## config.mk

```make
export PLATFORM = sky130hd
export DESIGN_NAME = adc_serial_rx_flat
export DESIGN_NICKNAME = d
export VERILOG_FILES = /design/src/rtl/adc_pkg.sv /design/src/rtl/adc_serial_rx_if.sv /design/src/rtl/adc_sclk_gen.sv /design/src/rtl/adc_serial_rx.sv /design/src/flat_wrapper.sv
export SDC_FILE = /design/constraint.sdc
export NUM_CORES = 1
export LEC_CHECK = 0
export ABC_AREA = 1
export CAP_MARGIN = 10
export CORE_UTILIZATION = 49
export DETAILED_ROUTE_END_ITERATION = 10
export GPL_TIMING_DRIVEN = 0
export MAX_ROUTING_LAYER = met4
export PLACE_DENSITY_LB_ADDON = 0.08
export SYNTH_ARGS = -nofsm -noshare
export SYNTH_HDL_FRONTEND = slang
export SYNTH_SLANG_ARGS = --single-unit
```

## constraint.sdc

```tcl
create_clock -name clk -period 1.5 [get_ports clk]
set_input_delay 0.15 -clock clk [delete_from_list [all_inputs] [get_ports clk]]
set_output_delay 0.15 -clock clk [all_outputs]
set_load 0.03 [all_outputs]
```

## src/rtl/adc_pkg.sv

```systemverilog
// Shared types and helpers for the multi-channel serial ADC receiver.
// Latency: n/a (types, constants and constant functions only).
// Backpressure: n/a.
package adc_pkg;

  // Frame sequencer states.
  typedef enum logic [2:0] {
    ST_IDLE  = 3'd0,
    ST_SETUP = 3'd1,
    ST_SHIFT = 3'd2,
    ST_HOLD  = 3'd3,
    ST_QUIET = 3'd4
  } adc_state_t;

  // Default timing, matching the top-level parameter defaults.
  localparam int DEF_CLK_DIV   = 16;
  localparam int DEF_FRAME_W   = 16;
  localparam int DEF_QUIET_CYC = 8;

  // Counter widths for the default configuration.
  localparam int DIV_CNT_W   = $clog2(DEF_CLK_DIV);
  localparam int HP_CNT_W    = $clog2(2 * DEF_FRAME_W);
  localparam int QUIET_CNT_W = $clog2(DEF_QUIET_CYC + 1);

  // Width needed to count 0..n-1, never narrower than one bit.
  function automatic int cnt_w(input int n);
    return (n <= 2) ? 1 : $clog2(n);
  endfunction

  // Midscale code of an unsigned converter of the given width.
  function automatic logic [31:0] midscale(input int width);
    return 32'd1 << (width - 1);
  endfunction

endpackage

```

## src/rtl/adc_serial_rx_if.sv

```systemverilog
// Pin and result bundle between the ADC receiver and its controller.
// Latency: n/a (wiring only).
// Backpressure: none; results are strobed and must be taken on data_valid.
interface adc_serial_rx_if #(
  parameter int N_CH   = 2,
  parameter int DATA_W = 12
);

  logic                     start;
  logic                     cont;
  logic [N_CH-1:0]          sdata;
  logic                     sclk;
  logic                     cs_n;
  logic                     busy;
  logic                     data_valid;
  logic [N_CH*DATA_W-1:0]   dataout;
  logic [N_CH-1:0]          frame_err;

  // Controller / board side: issues triggers and drives the ADC data lines.
  modport master (
    output start, cont, sdata,
    input  sclk, cs_n, busy, data_valid, dataout, frame_err
  );

  // Receiver side.
  modport slave (
    input  start, cont, sdata,
    output sclk, cs_n, busy, data_valid, dataout, frame_err
  );

endinterface

```

## src/rtl/adc_sclk_gen.sv

```systemverilog
// Serial clock generator: divides clk into sclk half-periods while enabled.
// Latency: sclk is registered; it drops low on the edge where en first rises.
// Backpressure: none; en is a level, sclk parks high whenever en is low.
module adc_sclk_gen
  import adc_pkg::*;
#(
  parameter int CLK_DIV = 16
) (
  input  logic clk,
  input  logic rst_n,
  input  logic en,        // high for every cycle sclk should be running
  output logic sclk,
  output logic tick,      // last clk cycle of a half-period
  output logic rise_evt,  // this edge takes sclk 0->1
  output logic fall_evt   // this edge takes sclk 1->0
);

  localparam int DIV_W = cnt_w(CLK_DIV);

  logic [DIV_W-1:0] div_q, div_d;
  logic             sclk_q, sclk_d;
  logic             en_q, en_d;
  logic             wrap;

  // The half-period end depends only on registered state, so the sequencer
  // can use it to decide its next state without a combinational loop.
  assign wrap     = en_q && (div_q == DIV_W'(CLK_DIV - 1));
  assign tick     = wrap;
  assign rise_evt = wrap && !sclk_q;
  assign sclk     = sclk_q;

  // Divider and sclk toggle; a half-period end that coincides with en
  // dropping leaves sclk high instead of toggling.
  always_comb begin
    en_d     = en;
    div_d    = div_q;
    sclk_d   = sclk_q;
    fall_evt = 1'b0;
    if (!en) begin
      div_d  = '0;
      sclk_d = 1'b1;
    end else if (!en_q) begin
      div_d    = '0;
      sclk_d   = 1'b0;
      fall_evt = 1'b1;
    end else if (wrap) begin
      div_d    = '0;
      sclk_d   = ~sclk_q;
      fall_evt = sclk_q;
    end else begin
      div_d = div_q + 1'b1;
    end
  end

  // Divider state registers.
  always_ff @(posedge clk) begin
    if (!rst_n) begin
      div_q  <= '0;
      sclk_q <= 1'b1;
      en_q   <= 1'b0;
    end else begin
      div_q  <= div_d;
      sclk_q <= sclk_d;
      en_q   <= en_d;
    end
  end

endmodule

```

## src/rtl/adc_serial_rx.sv

```systemverilog
// Multi-channel serial ADC receiver: frames cs_n/sclk, shifts N_CH lines, strobes results.
// Latency: start to data_valid = 1 + CLK_DIV*(2*FRAME_W+2) cycles.
// Backpressure: none; start is dropped while busy, results held until the next strobe.
module adc_serial_rx
  import adc_pkg::*;
#(
  parameter int N_CH      = 2,
  parameter int FRAME_W   = 16,
  parameter int DATA_W    = 12,
  parameter int CLK_DIV   = 16,
  parameter int QUIET_CYC = 8
) (
  input  logic           clk,
  input  logic           rst_n,
  adc_serial_rx_if.slave bus
);

  localparam int DIV_W  = cnt_w(CLK_DIV);
  localparam int QW     = cnt_w(QUIET_CYC + 1);
  localparam int CNT_W  = (DIV_W > QW) ? DIV_W : QW;
  localparam int HP_W   = cnt_w(2 * FRAME_W);
  localparam int LEAD_W = FRAME_W - DATA_W;
  localparam logic [DATA_W-1:0] MID = DATA_W'(midscale(DATA_W));

  adc_state_t        state_q, state_d;
  logic [CNT_W-1:0]  cnt_q, cnt_d;
  logic [HP_W-1:0]   hp_q, hp_d;
  logic              cs_n_q, cs_n_d;
  logic              busy_q, busy_d;
  logic              dv_q, dv_d;
  logic              load;

  logic              gen_en;
  logic              sclk;
  logic              tick;
  logic              rise_evt;
  logic              fall_evt;

  logic [FRAME_W-1:0] shreg_q [N_CH];
  logic [FRAME_W-1:0] shreg_d [N_CH];
  logic [DATA_W-1:0]  data_q  [N_CH];
  logic [DATA_W-1:0]  data_d  [N_CH];
  logic               err_q   [N_CH];
  logic               err_d   [N_CH];
  logic [N_CH-1:0]    lead_or;

  // sclk runs for exactly the cycles the sequencer spends in SHIFT.
  assign gen_en = (state_d == ST_SHIFT);

  adc_sclk_gen #(
    .CLK_DIV (CLK_DIV)
  ) u_sclk_gen (
    .clk      (clk),
    .rst_n    (rst_n),
    .en       (gen_en),
    .sclk     (sclk),
    .tick     (tick),
    .rise_evt (rise_evt),
    .fall_evt (fall_evt)
  );

  // Frame sequencer: phase timing, chip select, busy and the result strobe.
  always_comb begin
    state_d = state_q;
    cnt_d   = cnt_q;
    cs_n_d  = cs_n_q;
    busy_d  = busy_q;
    dv_d    = 1'b0;
    load    = 1'b0;
    case (state_q)
      ST_IDLE: begin
        cs_n_d = 1'b1;
        busy_d = 1'b0;
        if (bus.start || bus.cont) begin
          state_d = ST_SETUP;
          cnt_d   = '0;
          cs_n_d  = 1'b0;
          busy_d  = 1'b1;
        end
      end
      ST_SETUP: begin
        if (cnt_q == CNT_W'(CLK_DIV - 1)) begin
          state_d = ST_SHIFT;
          cnt_d   = '0;
        end else begin
          cnt_d = cnt_q + 1'b1;
        end
      end
      ST_SHIFT: begin
        if (tick && (hp_q == HP_W'(2 * FRAME_W - 1))) begin
          state_d = ST_HOLD;
          cnt_d   = '0;
        end
      end
      ST_HOLD: begin
        if (cnt_q == CNT_W'(CLK_DIV - 1)) begin
          state_d = ST_QUIET;
          cnt_d   = '0;
          cs_n_d  = 1'b1;
          dv_d    = 1'b1;
          load    = 1'b1;
        end else begin
          cnt_d = cnt_q + 1'b1;
        end
      end
      ST_QUIET: begin
        if (cnt_q == CNT_W'(QUIET_CYC - 1)) begin
          cnt_d = '0;
          if (bus.cont) begin
            state_d = ST_SETUP;
            cs_n_d  = 1'b0;
          end else begin
            state_d = ST_IDLE;
            busy_d  = 1'b0;
          end
        end else begin
          cnt_d = cnt_q + 1'b1;
        end
      end
      default: begin
        state_d = ST_IDLE;
        cnt_d   = '0;
        cs_n_d  = 1'b1;
        busy_d  = 1'b0;
      end
    endcase
  end

  // Half-period counter: restarts on the opening sclk fall, advances per half-period.
  always_comb begin
    hp_d = hp_q;
    if (fall_evt && (state_q != ST_SHIFT)) begin
      hp_d = '0;
    end else if ((state_q == ST_SHIFT) && tick) begin
      hp_d = hp_q + 1'b1;
    end
  end

  // Sequencer and control output registers.
  always_ff @(posedge clk) begin
    if (!rst_n) begin
      state_q <= ST_IDLE;
      cnt_q   <= '0;
      hp_q    <= '0;
      cs_n_q  <= 1'b1;
      busy_q  <= 1'b0;
      dv_q    <= 1'b0;
    end else begin
      state_q <= state_d;
      cnt_q   <= cnt_d;
      hp_q    <= hp_d;
      cs_n_q  <= cs_n_d;
      busy_q  <= busy_d;
      dv_q    <= dv_d;
    end
  end

  for (genvar k = 0; k < N_CH; k++) begin : g_ch

    // Leading bits of the frame must be zero for a well-formed conversion.
    if (LEAD_W > 0) begin : g_lead
      assign lead_or[k] = |shreg_q[k][FRAME_W-1:DATA_W];
    end else begin : g_nolead
      assign lead_or[k] = 1'b0;
    end

    // Shift in one bit per rising sclk; capture result and error at frame end.
    always_comb begin
      shreg_d[k] = shreg_q[k];
      data_d[k]  = data_q[k];
      err_d[k]   = err_q[k];
      if (rise_evt) begin
        shreg_d[k] = {shreg_q[k][FRAME_W-2:0], bus.sdata[k]};
      end
      if (load) begin
        data_d[k] = shreg_q[k][DATA_W-1:0];
        err_d[k]  = lead_or[k];
      end
    end

    // Per-channel shift register and held result.
    always_ff @(posedge clk) begin
      if (!rst_n) begin
        shreg_q[k] <= '0;
        data_q[k]  <= MID;
        err_q[k]   <= 1'b0;
      end else begin
        shreg_q[k] <= shreg_d[k];
        data_q[k]  <= data_d[k];
        err_q[k]   <= err_d[k];
      end
    end

    assign bus.dataout[k*DATA_W +: DATA_W] = data_q[k];
    assign bus.frame_err[k]                = err_q[k];
  end

  assign bus.sclk       = sclk;
  assign bus.cs_n       = cs_n_q;
  assign bus.busy       = busy_q;
  assign bus.data_valid = dv_q;

endmodule

```

## src/flat_wrapper.sv

```systemverilog
// flat-port wrapper written by rule: the top's interface ports become plain ports
module adc_serial_rx_flat import adc_pkg::*;
#(
  parameter int N_CH      = 2,
  parameter int FRAME_W   = 16,
  parameter int DATA_W    = 12,
  parameter int CLK_DIV   = 16,
  parameter int QUIET_CYC = 8
)
  (clk, rst_n, bus_start, bus_cont, bus_sdata, bus_sclk, bus_cs_n, bus_busy, bus_data_valid, bus_dataout, bus_frame_err);
  adc_serial_rx_if #(.N_CH(N_CH), .DATA_W(DATA_W)) bus_i ();
  input  logic clk;
  input  logic rst_n;
  input wire logic [$bits(bus_i.start)-1:0] bus_start;
  input wire logic [$bits(bus_i.cont)-1:0] bus_cont;
  input wire logic [$bits(bus_i.sdata)-1:0] bus_sdata;
  output wire logic [$bits(bus_i.sclk)-1:0] bus_sclk;
  output wire logic [$bits(bus_i.cs_n)-1:0] bus_cs_n;
  output wire logic [$bits(bus_i.busy)-1:0] bus_busy;
  output wire logic [$bits(bus_i.data_valid)-1:0] bus_data_valid;
  output wire logic [$bits(bus_i.dataout)-1:0] bus_dataout;
  output wire logic [$bits(bus_i.frame_err)-1:0] bus_frame_err;
  assign bus_i.start = bus_start;
  assign bus_i.cont = bus_cont;
  assign bus_i.sdata = bus_sdata;
  assign bus_sclk = bus_i.sclk;
  assign bus_cs_n = bus_i.cs_n;
  assign bus_busy = bus_i.busy;
  assign bus_data_valid = bus_i.data_valid;
  assign bus_dataout = bus_i.dataout;
  assign bus_frame_err = bus_i.frame_err;
  adc_serial_rx #(.N_CH(N_CH), .FRAME_W(FRAME_W), .DATA_W(DATA_W), .CLK_DIV(CLK_DIV), .QUIET_CYC(QUIET_CYC)) u_core (.clk(clk), .rst_n(rst_n), .bus(bus_i));
endmodule
```

After elaboration in Yosys (flattened, before gate mapping)
Memories as Yosys holds them, arrays and structs flattened.
Cells that the tools add are included.
{"block": "word_totals", "register_bits": 21, "mem_bits_rw": 58, "input_bits": 6, "output_inout_bits": 30, "n_memories": 3}
{"block": "classes", "add_sub_neg": 3, "eq_ne": 17, "n_mux": 42, "bitwise_logic": 12, "n_reduce_logical": 19}
{"memory": "u_core.shreg_q", "depth": 2, "width": 16, "rd": 2, "rd_ports_with_merged_regs": 0, "write_ports": 2, "line": "adc_serial_rx.sv:39", "source": "logic [FRAME_W-1:0] shreg_q [N_CH];"}
{"memory": "u_core.data_q", "depth": 2, "width": 12, "rd": 2, "rd_ports_with_merged_regs": 0, "write_ports": 2, "line": "adc_serial_rx.sv:41", "source": "logic [DATA_W-1:0] data_q [N_CH];"}
{"memory": "u_core.err_q", "depth": 2, "width": 1, "rd": 2, "rd_ports_with_merged_regs": 0, "write_ports": 2, "line": "adc_serial_rx.sv:43", "source": "logic err_q [N_CH];"}
{"cell": "16-bit two-way mux", "n": 4}
{"cell": "12-bit two-way mux", "n": 4}
{"cell": "1-bit two-way mux", "n": 21}
{"cell": "4-bit two-way mux", "n": 4}
{"cell": "4-bit one-hot mux with 4 select lines", "n": 1}
{"cell": "3-bit two-way mux", "n": 5}
{"cell": "3-bit one-hot mux with 5 select lines", "n": 1}
{"cell": "4-bit OR reduction", "n": 3}
{"cell": "2-bit by 1-bit inequality test with 1-bit output, second input constant", "n": 5}
{"cell": "3-bit by 2-bit == test with 1-bit output, second input constant", "n": 3}
{"cell": "4-bit by 1-bit adder with 4-bit output, second input constant", "n": 2}
{"cell": "4-bit == test, second input constant", "n": 2}
{"cell": "1-bit inverter", "n": 6}
{"cell": "1-bit OR", "n": 6}
{"cell": "2-bit OR reduction", "n": 3}
{"cell": "5-bit by 1-bit adder with 5-bit output, second input constant", "n": 1}
{"cell": "5-bit == test, second input constant", "n": 1}
{"cell": "1-bit logical AND", "n": 5}
{"cell": "4-bit by 3-bit == test with 1-bit output, second input constant", "n": 1}
{"cell": "2-bit inequality test, second input constant", "n": 2}
{"cell": "1-bit one-hot mux with 4 select lines", "n": 1}
{"cell": "2-bit AND reduction", "n": 2}
{"cell": "4-bit AND reduction", "n": 1}
{"cell": "3-bit by 1-bit == test with 1-bit output, second input constant", "n": 1}
{"cell": "other kinds (8)", "n": 8}

Depth between registers and ports, before layout
{"block": "depth", "word_depth": 9, "depth_mapped": 10, "mapped_depth_nobuf": 10}

Modules after synthesis
Synthesis repeated with hierarchy kept, for this count alone.
{"block": "hier_totals", "hier_cells": 400, "area_unflattened_um2": 3056.7}
{"mod": "adc_serial_rx", "instances": 1, "cells_per_inst": 367, "area_each_um2": 2792.7, "seq_area_each_um2": 1471.4}
{"mod": "adc_sclk_gen", "instances": 1, "cells_per_inst": 33, "area_each_um2": 264.0, "seq_area_each_um2": 120.1}

Worst setup path after synthesis
OpenSTA, ideal clock, no wires.
{"block": "synth_path", "kind": "reg2reg", "from": "register u_core.cnt_q[0]", "to": "memory u_core.data_q[0][10]", "setup_ns": 0.117, "arrival_ns": 1.307, "setup_slack_ns": 0.076, "path_stages_with_launch": 9, "path_cell_list": "dfxtp_1 > ha_1 > nand3_1 > inv_2 > nand2_4 > nand2_4 > inv_4 > buf_6 > a22o_1"}
{"item": "start: declaration", "line": "adc_serial_rx.sv:26", "source": "logic [CNT_W-1:0] cnt_q, cnt_d;"}
{"item": "start signal: assignment", "line": "adc_serial_rx.sv:150", "source": "cnt_q <= cnt_d;"}
{"item": "end: declaration", "line": "adc_serial_rx.sv:41"}

==> reports/qor.csv <==
metric,value,unit
cp_data_arrival_time,1670,ps
seq_power_share,56.6,%
cp-start-kind,flip-flop,
synth_fp_nets,360,
synth_compound_area_share,14.9,%
fill_cells,543,
clock_sinks,79,
hold_violations,0,
cts_buffer_depth,2,
synth_largest_area_cell,dfxtp_1,
cp.required,1730,ps
fin_setup_tns,0,ps
dr.pass1.iters,4,
syn-cell-area,0.00306,sq mm
diodes,0,
p_int,2.87,mW
slew_headroom,72.3,%
synth.yosys.seq_area_share,52.0,%
vias,2414,
grt_first_pass_wirelength,9.75,mm
yosysWarningCount,0,
fmax,696,MHz
crit_buf_inv,3,
multiInputGateArea,0.00138,sq mm
synth_top_area_share,51.0,%
power_density,980,mW/mm^2
drtAntennaViolNets,0,
grt_pass1_vias,2168,
power_frac_comb,4.8,%
rsz0062_at_grt,true,
cts_tree,built,
grt_max_degree,14,
die-area,0.00657,sq mm
numCtsBuffers,9,
cts_root_buffer,clkbuf_8,
cp-end-kind,flip-flop,
dp_slack,-235,ps
min_path_type,input port to flip-flop,
cp_max_fo,10,
die_x,81.0,um
finalCritPeriodShare,95.7,%
num_rows,28,
power_frac_clock,38.6,%
crit_family,flip-flops,
globalRouteOverflowTotal,0,
cp_slowest_cell,dfxtp_4,
whs,434,ps
ios,36,
synthXorXnorAreaFrac,1.72,%
finalCriticalPeriod,1440,ps
muxShareOfSynthArea,0,%
p_sw,883,uW
postLayoutCoreUtil,63.9,%
wl_per_cell,12.1,um
synth_adder_area_share,1.63,%
avgSynthCellArea,8.75,sq um
netlist_instances,350,
nets,412,
hold_buffers,0,
synth_top_family_by_area,simple AND/OR/NAND/NOR gates,
crit_type,flip-flop to flip-flop,
viasPerCell,5.01,
finalWirelength,5.86,mm
crit_chain,ha_4 > nand3_4 > inv_2 > nand2_4 > nand2_4 > inv_4 > buf_6 > a22o_1,
core_area,0.00599,sq mm
antenna_found_initial,0,
drv_cap,0,
finalClockSkew,10.6,ps
yosys.area_share.simple,23.5,%
p_leak,1.64,nW
port_buffers,35,
regArea,0.00160,sq mm
syn_to_final_growth,25.1,%
synth_seq_cells,79,
outcome,"complete, no violations",
dp_hpwl,3.85,mm
fin_area,0.00383,sq mm
drc,0,
gp_congestion,0.862,
grt_usage,20.3,%
first_iter_violations,99,
worst_pin_slew,413,ps
setup_slack,63.8,ps
synth_cell_types,34,
slowest_delay,380,ps
finalSetupViolations,0,
drv_slew,0,
ir_drop,0.000792,V
clk_latency,340,ps
path_common_cell,nand2_4,
dpl_cell_area,0.00351,sq mm
synth_area_leaders,"dfxtp_1 (51%), nor2_1 (9.4%), o21ai_0 (5.9%)",
cts.clk_slew.worst_paths,80,ps
swShare,23.5,%
htreeDepth,3,
start_util,51.1,%
fp.dieH,81.0,um
drive_gt1_share,23.3,%
## cells in the mapped netlist (all sizes together)
master  number
clkbuf       6
a21oi        9
nor3         2
a22o        22
xor2         4
buf         10
o21ai       37
nand3       14
nand4        4
inv         21
xnor2        2
o22a         2
nor4         2
a31o         1
ha           4
nand2       40
dfxtp       78
nor2        90
edfxtp       1
clkinv       1
## power groups by stage
stage                     combinational [mW]  clock, mW  sequential (mW)
after floorplan                        0.113          0             2.18
after global placement                 0.174          0             2.17
after detailed placement               0.176          0             2.17
after CTS                              0.174       1.49             2.13
after global routing                   0.200       1.59             2.13
final                                  0.179       1.45             2.13
## layout by cell type, fill, tap and decap left out, drive strengths merged
cell type / count
nor2: 90
dfxtp: 78
nand2: 40
o21ai: 37
dlygate4sd2: 29
a22o: 22
inv: 22
buf: 19
clkbuf: 14
nand3: 14
a21oi: 9
clkdlybuf4s50: 5
xor2: 4
nand4: 4
clkinv: 4
ha: 4
nor4: 2
xnor2: 2
o22a: 2
nor3: 2
a31o: 1
clkinvlp: 1
dlymetal6s2s: 1
edfxtp: 1
## cell families (layout without fill, tap and decap cells)
logic type / Yosys count / after routing
AO/OA/AOI/OAI: 71 / 71
XOR/XNOR: 6 / 6
flip-flops: 79 / 79
AND/OR/NAND/NOR: 152 / 152
buffers and inverters: 38 / 95
adder cells (fa/ha/maj): 4 / 4
## registers in the layout (all words and copies together) (netlist names)
register / count
u_core.err_q: 2
u_core.u_sclk_gen.div_q: 4
u_core.state_q: 3
u_core.cnt_q: 4
u_core.bus.data_valid: 1
u_core.data_q: 24
u_core.u_sclk_gen.sclk: 1
u_core.bus.busy: 1
u_core.bus.cs_n: 1
u_core.shreg_q: 32
u_core.hp_q: 5
u_core.u_sclk_gen.en_q: 1
## repair_timing
action                     in CTS  in global routing
setup buffers                   0                  6
resized for setup              41                 41
pin swaps                       1                  8
setup endpoints to repair      91                 66
## worst register-to-register path: cells and delay by family (launching register included)
kind | cells | cell delay [ps]
AND/OR/NAND/NOR | 3 | 300
adder cells (fa/ha/maj) | 1 | 170
AO/OA/AOI/OAI | 1 | 190
buffers and inverters | 3 | 300
flip-flops | 1 | 380
## cell type report
cell class,count,share of cell area (%)
Sequential cell,79,41.9
Multi-Input combinational cell,233,36.0
Timing Repair Buffer,41,9.44
Clock buffer,11,3.95
Buffer,16,3.24
Tap cell,75,2.45
Inverter,22,2.22
Clock inverter,5,0.817
## layer usage
| layer | vias to the layer above | GRT usage (%) | share of wire, % |
|---|---|---|---|
| li1 | 1268 | - | - |
| met1 | 1101 | 24.0 | 49 |
| met2 | 38 | 32.4 | 46 |
| met3 | 7 | 6.74 | 3.6 |
| met4 | 0 | 6.96 | 1.2 |
| met5 | - | - | 0 |
## path summary, 6_finish.rpt
path,start,to,slack [ps],depth (start not counted)
worst min register to register,u_core.u_sclk_gen.div_q[0]$_SDFF_PP0_,u_core.u_sclk_gen.div_q[0]$_SDFF_PP0_,450,1
worst max register to register,u_core.cnt_q[1]$_SDFFE_PN0P_,u_core.data_q[0][8]$_SDFFE_PN0P_,60,8
worst max-delay path,u_core.cnt_q[1]$_SDFFE_PN0P_,u_core.data_q[0][8]$_SDFFE_PN0P_,60,8
worst min-delay path,bus_sdata[0],u_core.shreg_q[0][0]$_SDFFE_PN0P_,430,3
## through the flow
stage               cells  total power [mW]
floorplan             350              2.30
global placement      460              2.35
detailed placement    460              2.35
CTS                   476              3.79
global route          482              3.92
finish                482              3.75
Power figures use the tool's default switching activity.
==> variant (config.mk and constraints unchanged) <==
Encoding of `adc_state_t`: now Gray code (3 bits for 5 states).
--- a/src/rtl/adc_pkg.sv
+++ b/src/rtl/adc_pkg.sv
@@ -7,7 +7,7 @@
   typedef enum logic [2:0] {
-    ST_IDLE  = 3'd0,
-    ST_SETUP = 3'd1,
-    ST_SHIFT = 3'd2,
-    ST_HOLD  = 3'd3,
-    ST_QUIET = 3'd4
+    ST_IDLE  = 3'b000,
+    ST_SETUP = 3'b001,
+    ST_SHIFT = 3'b011,
+    ST_HOLD  = 3'b010,
+    ST_QUIET = 3'b110
   } adc_state_t;
Behaviour: same outputs for any inputs over 10 cycles, from zero or initial values and one cycle with rst_n low; not proved beyond that.
==> variant against the unedited design <==
Area after synthesis decreased by 1.3%. Synthesized cell count increased by 1.1%. Global-route usage increased by 0.34 points. Cell count increased by 0.83%. Sequential cell count unchanged. Final area increased by 0.92%. Non-clock buffer count increased by 2. Routed wire length increased by 4.8%. Power increased by 4.3%. Setup slack improved by 0.011 ns. Largest power group unchanged.
==> variant: results (changes against the unedited design) <==
status=finished, final reports clean (unchanged); crit path DAT=~1.7 ns; Post-Layout Cell Count=486 (was 482); H-Tree Level Count=3 (unchanged); Ys Warns=0 (unchanged); Remaining Overflow, GRT=0 (unchanged); critical path fanouts, max=4 (was 10); placed instance count=464 (was 460); layout cell share with drive strength beyond 1=20.0% (was 23.3%); Peak VDD IR=0.000626 V (was 0.000792 V); initial antenna violation count=0 (unchanged); worst hold path class=register to register (was input port to register); Int Pwr=0.00307 W (was 0.00287 W); most numerous cell in the Yosys netlist=nor2_1 (was dfxtp_1); Final #Nets=417 (was 412); top cells by count, synth=nor2_1, dfxtp_1, o21ai_0, nand2_1, a22o_1 (was dfxtp_1, nor2_1, o21ai_0, nand2_1, a22o_1); Final HPWL DP=4.04 mm (was 3.85 mm); Mapped Cells=354 (was 350); Pleak=1.68 nW (was 1.64 nW); clk_skew=0.00969 ns (was 0.0106 ns); Worst Setup SP=u_core.hp_q[1] (was u_core.cnt_q[1]); biggest regs=u_core.shreg_q: 32 flops, u_core.data_q: 24 flops, u_core.hp_q: 5 flops (unchanged); pre-CTS setup slack=-0.250 ns (was -0.235 ns); synth top area cells=dfxtp_1, nor2_1, a22o_1 (was dfxtp_1, nor2_1, o21ai_0); Hold Startpoint=u_core.u_sclk_gen.div_q[0] (was bus_sdata[0]); Min-Delay Path Depth=1 (was 3); Syn Nets=364 (was 360); R2R depth=9 (was 8); port bufs=35 (unchanged); top_reg_cell synth=dfxtp_1 (unchanged); worst reg2reg path endpoint=u_core.u_sclk_gen.div_q[0] (was u_core.data_q[0][8]); largest net degree at the start of global routing=13 (was 14); hold path endpoint=u_core.u_sclk_gen.div_q[0] (was u_core.shreg_q[0][0]); hold slack=0.419 ns (was 0.434 ns); setup slack, reg-to-reg=between 0.07 and 0.08 ns; Filler cells=526 (was 543); first-pass GRT wire length=9.94 mm (was 9.75 mm); Root Buffer=clkbuf_8 (unchanged); slowest CP cell=dfxtp_2 (was dfxtp_4); Max stage delay on crit path=approximately 0.37 ns; vias in the first global route=2230 (was 2168); post-synth cell types=30 (was 34); relative slew slack=77.0% (was 72.3%); via count=2428 (was 2414); Antenna Cells=0 (unchanged); GRT Util Overall=20.7% (was 20.3%); register area share after synthesis=52.7% (was 52.0%); GPL Wtd Cong=0.793 (was 0.862); CTS buffer count=9 (unchanged); worst-skew pair later-pin latency=0.34 ns (about the same); Async S/R FF share, synth=0% (unchanged); WL/cell=12.6 um (was 12.1 um); Initial DRC Count=117 (was 99)
variant: changes by cell type in the layout (fill, tap and decap cells not counted), sizes merged, moves of 2 or more:
cell,change
buf,+2
a21oi,-3
nand3,+6
dlygate4sd2,-2
nand2,-2
dlymetal6s2s,+2
variant: timing repair:
action / 4_1_cts / 5_1_grt
setup endpoints to repair: 91 / 70
gates cloned: 0 / 0
resized for setup: 44 / 57
pin swaps: 3 / 9
setup buffers: 2 / 5
variant: power groups by stage:
| stage | Clock (W) | Sequential [W] | Combinational, W |
|---|---|---|---|
| final | 0.00165 | 0.00212 | 0.000152 |
| after global routing | 0.00176 | 0.00212 | 0.000169 |
| after CTS | 0.00167 | 0.00212 | 0.000137 |
| after detailed placement | 0 | 0.00217 | 0.000137 |
| after global placement | 0 | 0.00217 | 0.000136 |
| after floorplan | 0 | 0.00218 | 0.0000839 |
variant: per-stage QoR:
step	instance area, um^2	utilization [%]
after floorplan	3020	-
after global placement	3460	58.5
after detailed placement	3460	58.5
after CTS	3680	62.2
after global routing	3860	65.3
final	3860	65.3
variant: cells by family (layout without fill, tap and decap cells):
logic type	after synthesis	in the layout	synth area share, %
xor gates and xnor gates	6	6	1.74
adders and majority gates	4	4	1.66
AOI/OAI and AO/OA	69	69	14.5
and+or+nand+nor	156	156	23.0
DFF	79	79	52.7
buffers and inverters	40	97	6.38
variant: worst max-delay path: cells and delay by family (launching register included):
| family | cells | cell delay [ns] |
|---|---|---|
| adder cells (fa/ha/maj) | 2 | 0.32 |
| buffers and inverters | 1 | 0.04 |
| AND/OR/NAND/NOR | 6 | 0.59 |
| flip-flops | 1 | 0.37 |
variant: area by class of cell:
class / instances / area [um^2] / area share (%)
plain buffers: 17 / 130 / 3.37
clock buffers: 12 / 166 / 4.31
clock inverters: 3 / 40.0 / 1.04
inverters: 23 / 88.8 / 2.30
multi-input cells: 235 / 1360 / 35.2
flip-flops and latches: 79 / 1610 / 41.6
well taps: 75 / 93.8 / 2.43
repair buffers: 42 / 377 / 9.75
variant: how the worst max path moves through the flow:
stage                                  to  slack, ns
6_report       u_core.u_sclk_gen.div_q[0]       0.07
5_1_grt                    u_core.hp_q[3]      -0.01
4_1_cts            u_core.u_sclk_gen.en_q   -0.00009
3_5_place_dp        u_core.shreg_q[1][11]      -0.25
3_3_place_gp         u_core.shreg_q[0][7]      -0.23
2_1_floorplan        u_core.data_q[0][10]       0.07
variant: per-layer routing:
metal | vias up | GRT usage, % | wire, um
met5 | - | - | 0
met3 | 9 | 4.55 | 157
met4 | 0 | 9.11 | 94
met2 | 35 | 32.9 | 2890
met1 | 1117 | 25.1 | 3000
li1 | 1267 | - | -
